**src/rtl/conv_ctrl_param.sv**
```systemverilog
// conv_ctrl_param: sequencing FSM for a filter/slice convolution engine with live index counters.
// Defining CONV_CTRL_ABORT_EN adds an abort input and a one-cycle aborted pulse.
module conv_ctrl_param #(
    parameter int NUM_FILTERS   = 4,
    parameter int FILT_WORDS    = 4,
    parameter int SLICE_WORDS   = 16,
    parameter int BUF_ROWS      = 4,
    parameter int MAC_CYCLES    = 16,
    parameter int COLS          = 13,
    parameter int TOTAL_POS     = 43,
    parameter int RES_PER_WRITE = 4,
    parameter int IDX_W         = 8
) (
    input  logic             clk,
    input  logic             rst,
    input  logic             start,
    input  logic             mem_ready,
`ifdef CONV_CTRL_ABORT_EN
    input  logic             abort,
    output logic             aborted,
`endif
    output logic             busy,
    output logic             done,
    output logic             ctrl_rst,
    output logic             inc_ld,
    output logic             adr_sel,
    output logic             filter_wr_en,
    output logic             img_wr_en,
    output logic             img_slice_en,
    output logic             acc_en,
    output logic             rst_acc,
    output logic             res_buffer_en,
    output logic             rst_res_reg,
    output logic             mem_wr_en,
    output logic             inc_en,
    output logic [1:0]       mem_offset_sel,
    output logic [IDX_W-1:0] filter_idx,
    output logic [IDX_W-1:0] word_idx,
    output logic [IDX_W-1:0] row_idx,
    output logic [IDX_W-1:0] mac_idx,
    output logic [IDX_W-1:0] col_idx,
    output logic [IDX_W-1:0] pos_idx,
    output logic [IDX_W-1:0] reg_idx
);

    localparam logic [3:0] S_IDLE        = 4'd0;
    localparam logic [3:0] S_INIT        = 4'd1;
    localparam logic [3:0] S_LD_FILTER   = 4'd2;
    localparam logic [3:0] S_NEXT_FILTER = 4'd3;
    localparam logic [3:0] S_LD_SLICE    = 4'd4;
    localparam logic [3:0] S_LD_BUFFER   = 4'd5;
    localparam logic [3:0] S_MAC         = 4'd6;
    localparam logic [3:0] S_LD_RESULT   = 4'd7;
    localparam logic [3:0] S_WRITE_MEM   = 4'd8;
    localparam logic [3:0] S_UPDATE      = 4'd9;
    localparam logic [3:0] S_INC_OFFSET  = 4'd10;
    localparam logic [3:0] S_DONE        = 4'd11;

    localparam logic [IDX_W-1:0] FILT_LAST  = IDX_W'(FILT_WORDS - 1);
    localparam logic [IDX_W-1:0] NF_LAST    = IDX_W'(NUM_FILTERS - 1);
    localparam logic [IDX_W-1:0] SLICE_LAST = IDX_W'(SLICE_WORDS - 1);
    localparam logic [IDX_W-1:0] ROW_LAST   = IDX_W'(BUF_ROWS - 1);
    localparam logic [IDX_W-1:0] MAC_LAST   = IDX_W'(MAC_CYCLES - 1);
    localparam logic [IDX_W-1:0] COL_LAST   = IDX_W'(COLS - 1);
    localparam logic [IDX_W-1:0] POS_LAST   = IDX_W'(TOTAL_POS - 1);
    localparam logic [IDX_W-1:0] REG_LAST   = IDX_W'(RES_PER_WRITE - 1);

    logic [3:0]       state, nxt;
    logic [IDX_W-1:0] filter_q, word_q, row_q, mac_q, col_q, pos_q, reg_q;
    logic             last_grp;
    logic             kill;
    logic             grp_full;

`ifdef CONV_CTRL_ABORT_EN
    logic aborted_q;
    assign kill = abort && (state != S_IDLE);
    always_ff @(posedge clk) begin
        if (rst) aborted_q <= 1'b0;
        else     aborted_q <= kill;
    end
    assign aborted = aborted_q && !rst;
`else
    assign kill = 1'b0;
`endif

    assign grp_full = (pos_q == POS_LAST) || (reg_q == REG_LAST);

    always_comb begin
        nxt = state;
        case (state)
            S_IDLE:        if (start) nxt = S_INIT;
            S_INIT:        if (!start) nxt = S_LD_FILTER;
            S_LD_FILTER:   if (mem_ready && word_q == FILT_LAST) nxt = S_NEXT_FILTER;
            S_NEXT_FILTER: nxt = (filter_q == NF_LAST) ? S_LD_SLICE : S_LD_FILTER;
            S_LD_SLICE:    if (mem_ready && word_q == SLICE_LAST) nxt = S_LD_BUFFER;
            S_LD_BUFFER:   if (row_q == ROW_LAST) nxt = S_MAC;
            S_MAC:         if (mac_q == MAC_LAST) nxt = S_LD_RESULT;
            S_LD_RESULT:   nxt = grp_full ? S_WRITE_MEM : S_UPDATE;
            S_WRITE_MEM:   if (mem_ready) nxt = last_grp ? S_DONE : S_UPDATE;
            S_UPDATE:      nxt = (col_q == COL_LAST) ? S_INC_OFFSET : S_LD_BUFFER;
            S_INC_OFFSET:  nxt = S_LD_SLICE;
            S_DONE:        nxt = S_IDLE;
            default:       nxt = S_IDLE;
        endcase
    end

    always_ff @(posedge clk) begin
        if (rst || kill || state == S_IDLE || state == S_INIT) begin
            state    <= (rst || kill) ? S_IDLE : nxt;
            filter_q <= '0;
            word_q   <= '0;
            row_q    <= '0;
            mac_q    <= '0;
            col_q    <= '0;
            pos_q    <= '0;
            reg_q    <= '0;
            last_grp <= 1'b0;
        end else begin
            state <= nxt;
            case (state)
                S_LD_FILTER:   if (mem_ready) word_q <= word_q + 1'b1;
                S_NEXT_FILTER: begin
                    word_q   <= '0;
                    filter_q <= filter_q + 1'b1;
                end
                S_LD_SLICE:    if (mem_ready) word_q <= (word_q == SLICE_LAST) ? '0 : word_q + 1'b1;
                S_LD_BUFFER:   row_q <= (row_q == ROW_LAST) ? '0 : row_q + 1'b1;
                S_MAC:         mac_q <= (mac_q == MAC_LAST) ? '0 : mac_q + 1'b1;
                S_LD_RESULT: begin
                    pos_q <= pos_q + 1'b1;
                    // reg_idx names the slot just filled, so it holds while that group is written
                    if (!grp_full) reg_q <= reg_q + 1'b1;
                    if (pos_q == POS_LAST) last_grp <= 1'b1;
                end
                S_WRITE_MEM:   if (mem_ready) reg_q <= '0;
                S_UPDATE:      col_q <= col_q + 1'b1;
                S_INC_OFFSET:  col_q <= '0;
                default: ;
            endcase
        end
    end

    // Every output is forced low while reset is held, even mid-run.
    always_comb begin
        busy           = 1'b0;
        done           = 1'b0;
        ctrl_rst       = 1'b0;
        inc_ld         = 1'b0;
        adr_sel        = 1'b0;
        filter_wr_en   = 1'b0;
        img_wr_en      = 1'b0;
        img_slice_en   = 1'b0;
        acc_en         = 1'b0;
        rst_acc        = 1'b0;
        res_buffer_en  = 1'b0;
        rst_res_reg    = 1'b0;
        mem_wr_en      = 1'b0;
        inc_en         = 1'b0;
        mem_offset_sel = 2'd0;
        if (!rst) begin
            busy = (state != S_IDLE);
            case (state)
                S_INIT: begin
                    ctrl_rst = 1'b1;
                    inc_ld   = 1'b1;
                end
                S_LD_FILTER: begin
                    adr_sel      = 1'b1;
                    filter_wr_en = mem_ready;
                end
                S_LD_SLICE: begin
                    mem_offset_sel = 2'd1;
                    img_wr_en      = mem_ready;
                end
                S_LD_BUFFER: img_slice_en = 1'b1;
                S_MAC:       acc_en = 1'b1;
                S_LD_RESULT: begin
                    res_buffer_en = 1'b1;
                    rst_acc       = 1'b1;
                end
                S_WRITE_MEM: begin
                    mem_offset_sel = 2'd2;
                    mem_wr_en      = mem_ready;
                    rst_res_reg    = mem_ready;
                end
                S_INC_OFFSET: inc_en = 1'b1;
                S_DONE:       done = 1'b1;
                default: ;
            endcase
        end
    end

    assign filter_idx = rst ? '0 : filter_q;
    assign word_idx   = rst ? '0 : word_q;
    assign row_idx    = rst ? '0 : row_q;
    assign mac_idx    = rst ? '0 : mac_q;
    assign col_idx    = rst ? '0 : col_q;
    assign pos_idx    = rst ? '0 : pos_q;
    assign reg_idx    = rst ? '0 : reg_q;

endmodule

```
**config.mk**
```make
export PLATFORM = sky130hd
export DESIGN_NAME = conv_ctrl_param
export DESIGN_NICKNAME = d
export VERILOG_FILES = /design/src/rtl/conv_ctrl_param.sv
export SDC_FILE = /design/constraint.sdc
export NUM_CORES = 1
export LEC_CHECK = 0
export CORE_MARGIN = 4
export CORE_UTILIZATION = 55
export DETAILED_ROUTE_END_ITERATION = 10
export PLACE_DENSITY = 0.85
export SETUP_SLACK_MARGIN = 0.05
export SLEW_MARGIN = 20
export SYNTH_ARGS = -nofsm -noshare
export SYNTH_HDL_FRONTEND = slang
export SYNTH_SLANG_ARGS = --single-unit
```
**constraint.sdc**
```tcl
create_clock -name clk -period 4.91 [get_ports clk]
set_clock_uncertainty 0.2 [all_clocks]
set_input_delay 0.491 -clock clk [delete_from_list [all_inputs] [get_ports clk]]
set_output_delay 0.491 -clock clk [all_outputs]
set_load 0.03 [all_outputs]
```
==> flow_summary_export.csv, run 1 <==
group,metric,value,unit
layout,nets,515,
sta,slew_headroom,37.2,%
route,detail_route.iter0.violations,201,
place,place_hpwl,6060,um
layout,drive_gt1_share,5.13,%
route,vias,3297,
setup_path,start_kind,"flip-flop",
run,cap_violations,0,
floorplan,die_w,87.5,um
power_and_ir_drop,finalPower,0.972,mW
cts,cts-root-buf,"clkbuf_8",
cts,clk_pin_slew,70,ps
place,place_area,4230,sq um
cts,cts_hold_buf,0,
route,viasPerCell,5.66,
floorplan,die-area,7660,sq um
route,ant_nets,0,
setup_path,critPathCaptureType,"output pin",
synthesis,ys_ff_latch,61,
synthesis,synth_edf_count,0,
sta,post-route-period-util,64.5,%
setup_path,crit_start,"state[2]",
setup_path,cp.buffers_inverters,1,
setup_path,ff2ff_setup_slack,2360,ps
status,status,"finished clean",
layout,final_util,73.5,%
synthesis,avgSynthCellArea,7.94,sq um
synthesis,synth.distinct_cells,50,
synthesis,syn_inst,438,
global_route,grt_use_total,23.0,%
synthesis,seq_area_frac_synth,35.1,%
cts,clockBufferDepth,2,
setup_path,r2r_cells,7,
power_and_ir_drop,cellPowerDensity,219,nW/um^2
route,wl_per_cell,14.4,um
power_and_ir_drop,p_leak,1.46,nW
sta,final-setup-viol-count,0,
setup_path,cp.required,4220,ps
global_route,antenna_found_initial,0,
synthesis,synthesis.area,3480,sq um
global_route,grt_overflow,0,
global_route,grt_pass1_wl,14400,um
setup_path,rr_startpoint,"pos_q[0]",
synthesis,yosys_most_used_dff,"dfxtp_1",
synthesis,synth-simple-area-share,39.7,%
layout,fin_cells,582,
layout,fillCellCount,475,
place,placed_cells,566,
synthesis,syn_nets,451,
cts,cts_buffers,9,
sta,setup_tns,0,ps
setup_path,path_cells,"nor2b_1 > nand3_1 > nor2_1 > clkdlybuf4s50_1",
place,io_buffers,75,
setup_path,crit_family,"simple AND/OR/NAND/NOR gates",
setup_path,cp.arrival,2480,ps
cts,clock_sinks,61,
sta,max_freq,316,MHz
floorplan,fp.dieH,87.5,um
cts,cts_setup_buffers,0,
cts,htreeDepth,3,
floorplan,rows,28,
synthesis,synth-compound-area-share,8.27,%
floorplan,core,6030,sq um
place,dp_slack,1920,ps
setup_path,critical_path_depth,4,
sta,rsz0062_at_grt,"false",
power_and_ir_drop,ir_drop,0.000154,V
place,place_congestion,0.829,
cts,cts_tree,"yes",
setup_path,worst-setup-path-type,"flip-flop to output pin",
setup_path,slowest_stage,"clkdlybuf4s50_1",
sta,finalHoldViolCount,0,
sta,slew_violations,0,
sta,final.setup.worst_slack,1740,ps
setup_path,worst_r2r_endpoint,"reg_q[4]",
setup_path,slowest_delay,700,ps
floorplan,initial_core_util,57.7,%
layout,antenna_cells,0,
synthesis,synth_top_family_by_area,"simple AND/OR/NAND/NOR gates",
setup_path,crit_end,"rst_acc",
setup_path,path_max_fanout,15,
sta,whs,274,ps
cts,insertion_delay,330,ps
route,first_pass_iters,4,
synthesis,synth_mux_area_share,1.22,%
min_path,hold_path.class,"flip-flop to flip-flop",
sta,period_needed,3170,ps
global_route,first_global_vias,3156,
cts,cts_resized,0,
synthesis,synth_xor_area_share,8.56,%
layout,stdcell_area,4430,sq um
synthesis,synthAdderAreaFrac,3.24,%
route,drc,0,
sta,tightestPinTransition,938,ps
global_route,grt_max_degree,47,
synthesis,synth_warnings,0,
floorplan,boundaryPins,76,
synthesis,async_reset_ff_share,0,%
layout,area_growth,27.3,%
route,routed_wl,8360,um
-- worst register-to-register path, delay by kind of cell, from the launching register on --
kind	cells	cell delay, ps
flops	1	340
simple gates	2	470
fa+ha+maj	1	180
compound gates	3	1200
buf+inv	1	90
-- kinds of logic (layout without fill, tap and decap cells) --
logic type / Yosys count / count (layout)
flip-flops: 61 / 61
AND/OR/NAND/NOR: 252 / 252
buffers and inverters: 30 / 99
adder cells (fa/ha/maj): 9 / 9
AO/OA/AOI/OAI: 48 / 48
XOR/XNOR: 34 / 34
multiplexers: 4 / 4
-- cells in the mapped netlist (4+ instances only) --
library cell,n,area share (%)
nor2_1,64,6.9
dfxtp_1,61,35
nor2b_1,55,9.9
nand2_1,31,3.3
a21oi_1,21,3.0
nand3_1,20,2.9
xor2_1,20,5.0
xnor2_1,14,3.5
nand4_1,13,2.3
clkbuf_1,10,1.1
and3_1,9,1.6
buf_2,9,1.3
ha_1,9,3.2
o21ai_0,8,1.2
nor4_1,7,1.3
and2_1,6,1.1
nor3_1,6,0.86
or3_1,6,1.1
inv_1,5,0.54
nand2b_1,5,0.90
nor4bb_1,5,1.4
nor4b_1,4,1.0
or4b_1,4,1.2
-- how the worst min path moves through the flow --
stage	from	slack [ps]	endpoint	depth (start not counted)
CTS	last_grp	270	last_grp	1
floorplan	last_grp	240	last_grp	1
global route	last_grp	310	last_grp	1
finish	last_grp	270	last_grp	1
global placement	last_grp	250	last_grp	1
detailed placement	last_grp	260	last_grp	1
-- state kept, by name (all words and copies together) (netlist names) --
name / cells
row_q: 8
pos_q: 8
mac_q: 8
col_q: 8
word_q: 8
state: 4
filter_q: 8
reg_q: 8
last_grp: 1
-- per-layer routing --
metal,vias up,GRT usage [%],wire (um)
li1,1636,-,-
met1,1547,28.8,3620
met5,-,0,0
met4,0,9.07,187
met2,93,39.2,4160
met3,21,3.78,391
-- cell usage in the layout (no fill, tap or decap), types with 5 or more instances in the layout --
master / Yosys / final
nand2b_1: 5 / 5
and2_1: 6 / 6
nor2_1: 64 / 64
nor2b_1: 55 / 55
nor3_1: 6 / 6
nand3_1: 20 / 20
xnor2_1: 14 / 14
inv_1: 5 / 5
nor4_1: 7 / 7
nand2_1: 31 / 31
ha_1: 9 / 9
o21ai_0: 8 / 8
dfxtp_1: 61 / 61
and3_1: 9 / 9
or3_1: 6 / 6
clkbuf_8: 0 / 13
clkdlybuf4s50_1: 0 / 74
xor2_1: 20 / 20
nand4_1: 13 / 13
a21oi_1: 21 / 21
-- power breakdown --
| group | switching [mW] | internal, mW |
|---|---|---|
| clock | 0.193 | 0.239 |
| sequential | 0.00430 | 0.496 |
| combinational | 0.0274 | 0.0126 |
-- cell type report --
type	instances	area [sq um]	area share, %
clock inverters	2	15.0	0.339
flip-flops and latches	61	1220	27.6
multi-input cells	347	2130	48.0
clock buffers	14	183	4.13
well taps	75	93.8	2.12
inverters	5	18.8	0.424
repair buffers	78	768	17.4
Power figures use the tool's default switching activity.
==> inputs of run 2 (changes only) <==
--- a/config.mk
+++ b/config.mk
@@ -6,9 +6,9 @@
 export NUM_CORES = 1
 export LEC_CHECK = 0
 export CORE_MARGIN = 4
-export CORE_UTILIZATION = 55
+export CORE_UTILIZATION = 51
 export DETAILED_ROUTE_END_ITERATION = 10
-export PLACE_DENSITY = 0.85
+export PLACE_DENSITY = 0.79
 export SETUP_SLACK_MARGIN = 0.05
 export SLEW_MARGIN = 20
 export SYNTH_ARGS = -nofsm -noshare
==> constraint.sdc (replaced) <==
create_clock -name clk -period 3.12 [get_ports clk]
set_clock_uncertainty 0.2 [all_clocks]
set_input_delay 0.312 -clock clk [delete_from_list [all_inputs] [get_ports clk]]
set_output_delay 0.312 -clock clk [all_outputs]
set_load 0.03 [all_outputs]
==> run 2 against run 1 <==
  * Total power increased by 56%
  * Register-to-register slack worse by 1600 ps
  * Worst setup slack got worse by 1500 ps
  * Sequential share of layout area is 0.054 points lower
  * Highest routed layer unchanged
  * Sequential power grew 57%
  * Hold slack got worse by 1.8 ps
  * Sequential cell count is the same
  * Die area rose by 7.1%
  * Clock power up 55%
  * Cell count increased by 0.52%
  * Via count is 2.0% lower
  * Utilization decreased by 5.2 points
==> flow_summary_export.csv, run 2 (synthesized netlist as in run 1, its figures left out) <==
group,metric,value,unit
status,status,"finished clean",
setup_path,worst-setup-path-type,"flip-flop to output pin",
cts,cts_tree,"yes",
cts,cts_buffers,9,
global_route,grt_overflow,0,
layout,antenna_cells,0,
power_and_ir_drop,ir_drop,0.000220,V
setup_path,path_max_fanout,15,
route,detail_route.iter0.violations,204,
route,wl_per_cell,14.1,um
sta,period_needed,2890,ps
setup_path,slowest_delay,700,ps
cts,cts_resized,0,
layout,drive_gt1_share,5.51,%
floorplan,rows,29,
setup_path,worst_r2r_endpoint,"reg_q[5]",
global_route,grt_util_met3,3.42,%
setup_path,critPathCaptureType,"output pin",
route,routed_wl,8250,um
route,ant_nets,0,
min_path,hold_path.class,"flip-flop to flip-flop",
global_route,grt_max_degree,43,
floorplan,initial_core_util,53.6,%
place,placed_cells,569,
setup_path,r2r_cells,6,
sta,post-route-period-util,92.7,%
floorplan,fp.dieH,90.6,um
floorplan,die_w,90.6,um
cts,htreeDepth,3,
place,place_congestion,0.865,
sta,final-setup-viol-count,0,
setup_path,start_kind,"flip-flop",
global_route,top_usage_layer,"met2",
layout,layout_common_cells,"74 x clkdlybuf4s50_1, 64 x nor2_1, 61 x dfxtp_1",
cts,clockBufferDepth,2,
cts,clock_sinks,61,
power_and_ir_drop,p_leak,1.47,nW
sta,setup_tns,0,ps
global_route,grt_use_met1,25.4,%
route,vias,3230,
setup_path,path_cells,"nor2b_1 > nand3_1 > nor2_1 > clkdlybuf4s50_1",
cts,cts-root-buf,"clkbuf_8",
place,place_hpwl,5910,um
cts,clk_pin_slew,60,ps
setup_path,critical_path_depth,4,
floorplan,die-area,8210,sq um
setup_path,ff2ff_setup_slack,790,ps
sta,rsz0062_at_grt,"false",
setup_path,crit_family,"simple AND/OR/NAND/NOR gates",
sta,slew_violations,0,
setup_path,crit_end,"res_buffer_en",
global_route,antenna_found_initial,0,
setup_path,cp.buffers_inverters,1,
sta,max_freq,346,MHz
setup_path,cp.required,2610,ps
global_route,first_global_vias,3048,
global_route,grt_pass1_wl,14000,um
setup_path,slowest_stage,"clkdlybuf4s50_1",
layout,area_growth,27.5,%
sta,finalHoldViolCount,0,
layout,fillCellCount,553,
run,cap_violations,0,
global_route,use_met2,33.9,%
route,viasPerCell,5.52,
power_and_ir_drop,finalPower,1.52,mW
cts,cts_setup_buffers,0,
layout,layout_commonest_cell,"clkdlybuf4s50_1",
cts,cts_hold_buf,0,
cts,insertion_delay,330,ps
min_path,holdPathStages,1,
place,io_buffers,75,
layout,fin_cells,585,
floorplan,core,6490,sq um
sta,tightestPinTransition,720,ps
global_route,grt_use_total,20.2,%
layout,nets,516,
power_and_ir_drop,cellPowerDensity,343,nW/um^2
floorplan,boundaryPins,76,
setup_path,cp.arrival,2380,ps
setup_path,rr_startpoint,"state[3]",
route,first_pass_iters,4,
sta,slew_headroom,52.0,%
route,drc,0,
setup_path,crit_start,"state[2]",
## run 2: changes by cell type in the layout (fill, tap and decap cells not counted)
cell / before / now
clkbuf_1: 1 / 0
buf_4: 3 / 4
clkinv_2: 0 / 2
clkinvlp_4: 2 / 1
## run 2: stage by stage
stage	utilization [%]	hold slack [ps]	instance area [sq um]	setup slack [ps]
2_1_floorplan	-	240	3480	555
3_3_place_gp	65.3	250	4240	634
3_5_place_dp	65.3	258	4240	594
4_1_cts	68.3	274	4440	228
5_1_grt	68.3	299	4440	96.0
6_report	68.3	272	4440	228
## run 2: how the worst min path moves through the flow
stage                     startpoint        to
after global placement      last_grp  last_grp
after floorplan             last_grp  last_grp
after CTS                   last_grp  last_grp
after detailed placement    last_grp  last_grp
after global routing        last_grp  last_grp
final                       last_grp  last_grp
## run 2: area by class of cell
class / count / area (sq um) / share of cell area (%)
Clock inverter: 3 / 17.5 / 0.395
Timing Repair Buffer: 79 / 776 / 17.5
Clock buffer: 13 / 179 / 4.03
Multi-Input combinational cell: 347 / 2130 / 48.0
Sequential cell: 61 / 1220 / 27.5
Tap cell: 77 / 96.3 / 2.17
Inverter: 5 / 18.8 / 0.423
## run 2: report_power, final
part | switching (mW) | total, mW | internal, mW
clock | 0.297 | 0.670 | 0.373
combinational | 0.0432 | 0.0631 | 0.0199
sequential | 0.00655 | 0.787 | 0.780
total | 0.347 | 1.52 | 1.17
## run 2: metal layers
layer | part of all wire (%) | up-vias
li1 | - | 1636
met1 | 45 | 1498
met2 | 50 | 83
met3 | 3.7 | 13
met4 | 1.7 | 0
met5 | 0 | -
==> inputs of run 3 (changes only) <==
--- a/config.mk
+++ b/config.mk
@@ -6,9 +6,9 @@
 export NUM_CORES = 1
 export LEC_CHECK = 0
 export CORE_MARGIN = 4
-export CORE_UTILIZATION = 51
+export CORE_UTILIZATION = 45
 export DETAILED_ROUTE_END_ITERATION = 10
-export PLACE_DENSITY = 0.79
+export PLACE_DENSITY = 0.71
 export SETUP_SLACK_MARGIN = 0.05
 export SLEW_MARGIN = 20
 export SYNTH_ARGS = -nofsm -noshare
==> run 3 against run 2 <==
  * First-iteration DRC count shrank 45%
  * Largest cell class unchanged
  * Largest power group unchanged
  * Critical endpoint is now rst_res_reg
  * Clock power grew 4.3%
  * Hold slack gained 16 ps
  * Critical path depth is the same
  * Sequential share of layout area shrank 0.17 points
  * Combinational power grew 2%
  * Utilization shrank 7.7 points
  * Non-clock buffer count is the same
  * Final area grew 0.62%
  * Sequential cell count is the same
  * Worst setup slack gained 17 ps
  * Total power grew 2.0%
==> flow_summary_export.csv, run 3 (synthesized netlist as in run 1, its figures left out) <==
group,metric,value,unit
power_and_ir_drop,p_int,1.19,mW
min_path,worstHoldStart,"col_q[7]",
cts,htreeDepth,3,
setup_path,crit_start,"state[3]",
sta,tightestPinTransition,951,ps
route,routed_wl,8230,um
run,cap_violations,0,
sta,final-setup-viol-count,0,
cts,cts_setup_buffers,0,
setup_path,cp.required,2610,ps
cts,cts_tree,"yes",
floorplan,die-area,9200,sq um
floorplan,boundaryPins,76,
sta,finalHoldViolCount,0,
sta,setup_tns,0,ps
global_route,first_global_vias,2963,
cts,cts_buffers,9,
power_and_ir_drop,p_leak,1.46,nW
place,place_area,4270,sq um
sta,max_freq,348,MHz
sta,post-route-period-util,92.2,%
cts,cts-root-buf,"clkbuf_8",
cts,cts_hold_buf,0,
setup_path,path_max_fanout,20,
layout,layout_commonest_cell,"clkdlybuf4s50_1",
power_and_ir_drop,p_clk_share,45.1,%
cts,insertion_delay,340,ps
layout,layout_common_cells,"74 x clkdlybuf4s50_1, 64 x nor2_1, 61 x dfxtp_1",
cts,clock_sinks,61,
route,viasPerCell,5.25,
floorplan,rows,31,
setup_path,cp.arrival,2360,ps
sta,slew_headroom,36.3,%
route,first_pass_iters,5,
global_route,grt_overflow,0,
global_route,grt_use_total,18.8,%
route,highest_layer,"met4",
layout,area_growth,28.3,%
route,vias,3189,
route,drc,0,
layout,drive_gt1_share,5.12,%
setup_path,critPathCaptureType,"output pin",
sta,slew_violations,0,
route,wl_met1,3720,um
layout,stdcell_area,4460,sq um
min_path,hold_path.class,"flip-flop to flip-flop",
floorplan,initial_core_util,47.2,%
floorplan,die_w,95.9,um
global_route,grt_pass1_wl,13700,um
setup_path,ff2ff_setup_slack,590,ps
global_route,grt_max_degree,32,
setup_path,rr_startpoint,"pos_q[0]",
route,wl_met2,4060,um
place,io_buffers,75,
power_and_ir_drop,ir_drop,0.000218,V
setup_path,worst-setup-path-type,"flip-flop to output pin",
route,ant_nets,0,
place,place_congestion,0.834,
place,place_hpwl,6060,um
layout,nets,516,
power_and_ir_drop,p_comb_share,4.1,%
power_and_ir_drop,cellPowerDensity,347,nW/um^2
power_and_ir_drop,p_switching,0.357,mW
setup_path,start_kind,"flip-flop",
floorplan,core,7370,sq um
power_and_ir_drop,power_frac_seq,50.8,%
route,wl_met3,377,um
route,detail_route.iter0.violations,112,
power_and_ir_drop,sw_frac_of_total,23.0,%
sta,rsz0062_at_grt,"false",
floorplan,fp.dieH,95.9,um
global_route,antenna_found_initial,0,
cts,clockBufferDepth,2,
cts,clk_pin_slew,70,ps
status,status,"finished clean",
route,wl_per_cell,13.6,um
sta,period_needed,2880,ps
layout,antenna_cells,0,
[run 3: routing by layer]
layer / GRT usage, % / up-vias
met5: 0 / -
met4: 4.50 / 0
met3: 6.33 / 7
met2: 31.3 / 52
met1: 23.5 / 1496
li1: - / 1634
[run 3: through the flow]
stage	cells	worst slack [ps]	util [%]	hold WS (ps)	power, mW
after floorplan	438	555	-	240	0.849
after global placement	591	595	57.9	252	0.868
after detailed placement	591	528	57.9	266	0.870
after CTS	607	157	60.5	282	1.56
after global routing	607	94.4	60.6	316	1.61
final	607	245	60.6	288	1.55
[run 3: worst max-delay path, cell delays in order (launching register included)]
cell	delay, ps
dfxtp_1	740
and2b_1	290
nand2_1	90
nor2_1	190
clkdlybuf4s50_1	710
[run 3: cell type report]
type	count	area, sq um
clock inverter	3	45.0
timing repair buffer	79	776
fill	689	2910
multi-input combinational	347	2130
clock buffer	13	149
sequential	61	1220
inverter	5	18.8
tap	99	124
[run 3: final timing paths]
path / to / cells after the start
setup reg to reg: reg_q[3] / 7
hold reg to reg: col_q[7] / 2
hold / removal: col_q[7] / 2
setup / recovery: rst_res_reg / 4
[run 3: power groups by stage]
| stage | clock network [mW] | registers [mW] | logic, mW |
|---|---|---|---|
| detailed placement | 0 | 0.805 | 0.0652 |
| global placement | 0 | 0.804 | 0.0637 |
| floorplan | 0 | 0.800 | 0.0486 |
| global route | 0.748 | 0.787 | 0.0715 |
| CTS | 0.712 | 0.787 | 0.0653 |
| finish | 0.699 | 0.787 | 0.0642 |
[run 3: what timing repair did]
| item | CTS | global route |
|---|---|---|
| endpoints found under the setup margin | 0 | 2 |
| gates resized for setup | 0 | 1 |
| hold endpoints to repair | 0 | 0 |
==> patch: new RTL, settings of run 3 <==
The parameter `IDX_W` goes from 8 to 7.
--- a/src/rtl/conv_ctrl_param.sv
+++ b/src/rtl/conv_ctrl_param.sv
@@ -9,7 +9,7 @@
     parameter int COLS          = 13,
     parameter int TOTAL_POS     = 43,
     parameter int RES_PER_WRITE = 4,
-    parameter int IDX_W         = 8
+    parameter int IDX_W         = 7
 ) (
     input  logic             clk,
     input  logic             rst,
Interface: changed (7 resized); port bits go from 76 to 69. The function was not compared with the original's and may differ.
==> patch against run 3 <==
  * Sequential cell count is 7 lower
  * Synthesized area is 5.6% lower
  * Utilization is 1.1 points lower
  * Final area is 7.5% lower
  * Worst setup slack better by 0.062 ns
  * Highest routed layer unchanged
  * Global-route usage is 1.1 points lower
  * Largest cell class unchanged
  * Count of clock-buffer cells in the layout is 8 lower
  * Hold slack better by 0.0044 ns
  * Wire length is 5.3% lower
Power is not compared: it rests on default switching activity, and its combinational part moved more than twofold at a synthesized area within 25%.
==> patch: results (changes against run 3) <==
- Met1 Routed Length: 3.76 mm (+1.1%)
* Leading cell types by total area after synthesis: sky130_fd_sc_hd__dfxtp_1, sky130_fd_sc_hd__nor2b_1, sky130_fd_sc_hd__nor2_1, sky130_fd_sc_hd__nand2_1, sky130_fd_sc_hd__xor2_1
* Detailed placement HPWL: 5.89 mm (-2.9%)
- Worst hold-check slack: 0.293 ns (+0.00439 ns)
- Met1 Resource Use GR: 24.7% (+1.3 points)
* Met2 track demand over resource: 27.8% (-3.6 points)
* Average vias per placed instance: 5.49 (+4.5%)
- Result of the run: finished, final reports clean
* Crit path max fanout: 13 (-35%)
- Total vias in the final route: 3092 (-3.0%)
* Placed Cells: 555 (-6.1%)
- Synth cell count leaders: sky130_fd_sc_hd__dfxtp_1, sky130_fd_sc_hd__nor2b_1, sky130_fd_sc_hd__nor2_1
- Count of distinct cell types in the synthesized netlist: 55 (+10%)
- Beginning of the worst hold path: last_grp
- The clock transition at the registers of the reported paths is 0.10 ns (+0.03 ns).
* Synthesized net count: 423 (-6.2%)
* Fraction of the yosys area taken by sequential cells: 32.9% (-2.2 points)
* Reg-to-Reg Start: state[0]
- The post-layout net count came to 479 (-7.2%).
* Total cell area at the placement stage: 0.00402 mm2 (-5.9%)
- Clock insertion delay at the later pin of the skew report: 0.31 ns (-0.03 ns)
- Worst reg2reg path depth: 5 (-2)
- Met3 track demand over resource in global routing: 2.90% (-3.4 points)
- The maximum number of pins on one net before global-route repair was 30 (-6.3%).
* Inserted Clock Buffers: 5 (-4)
- Timing startpoint of the critical path: state[2]
- The share of layout cells above drive strength 1 came to 5.35% (+0.24 points).
- The wire length of the first global-routing pass is 12.9 mm (-6.1%).
==> patch: changes by cell type in the layout (fill, tap and decap cells not counted), sizes merged, moves of 8 or more <==
cell / delta
nand3: -8
nor2: -17
clkbuf: -8
o31ai: +8
or4: +8
o21ai: -8
==> patch: critical path, cell delays in order (launching register included) <==
cell and delay, ns:
sky130_fd_sc_hd__dfxtp_1 0.43, sky130_fd_sc_hd__buf_4 0.23, sky130_fd_sc_hd__nor2_1 0.16, sky130_fd_sc_hd__nor4bb_1 0.42, sky130_fd_sc_hd__clkdlybuf4s50_1 0.75
==> patch: final cells by class <==
class,count,area share (%)
inverters,7,0.637
clock buffers,5,1.67
well taps,96,2.91
multi-input cells,320,49.3
repair buffers,78,18.2
clock inverters,3,1.06
flip-flops and latches,54,26.2
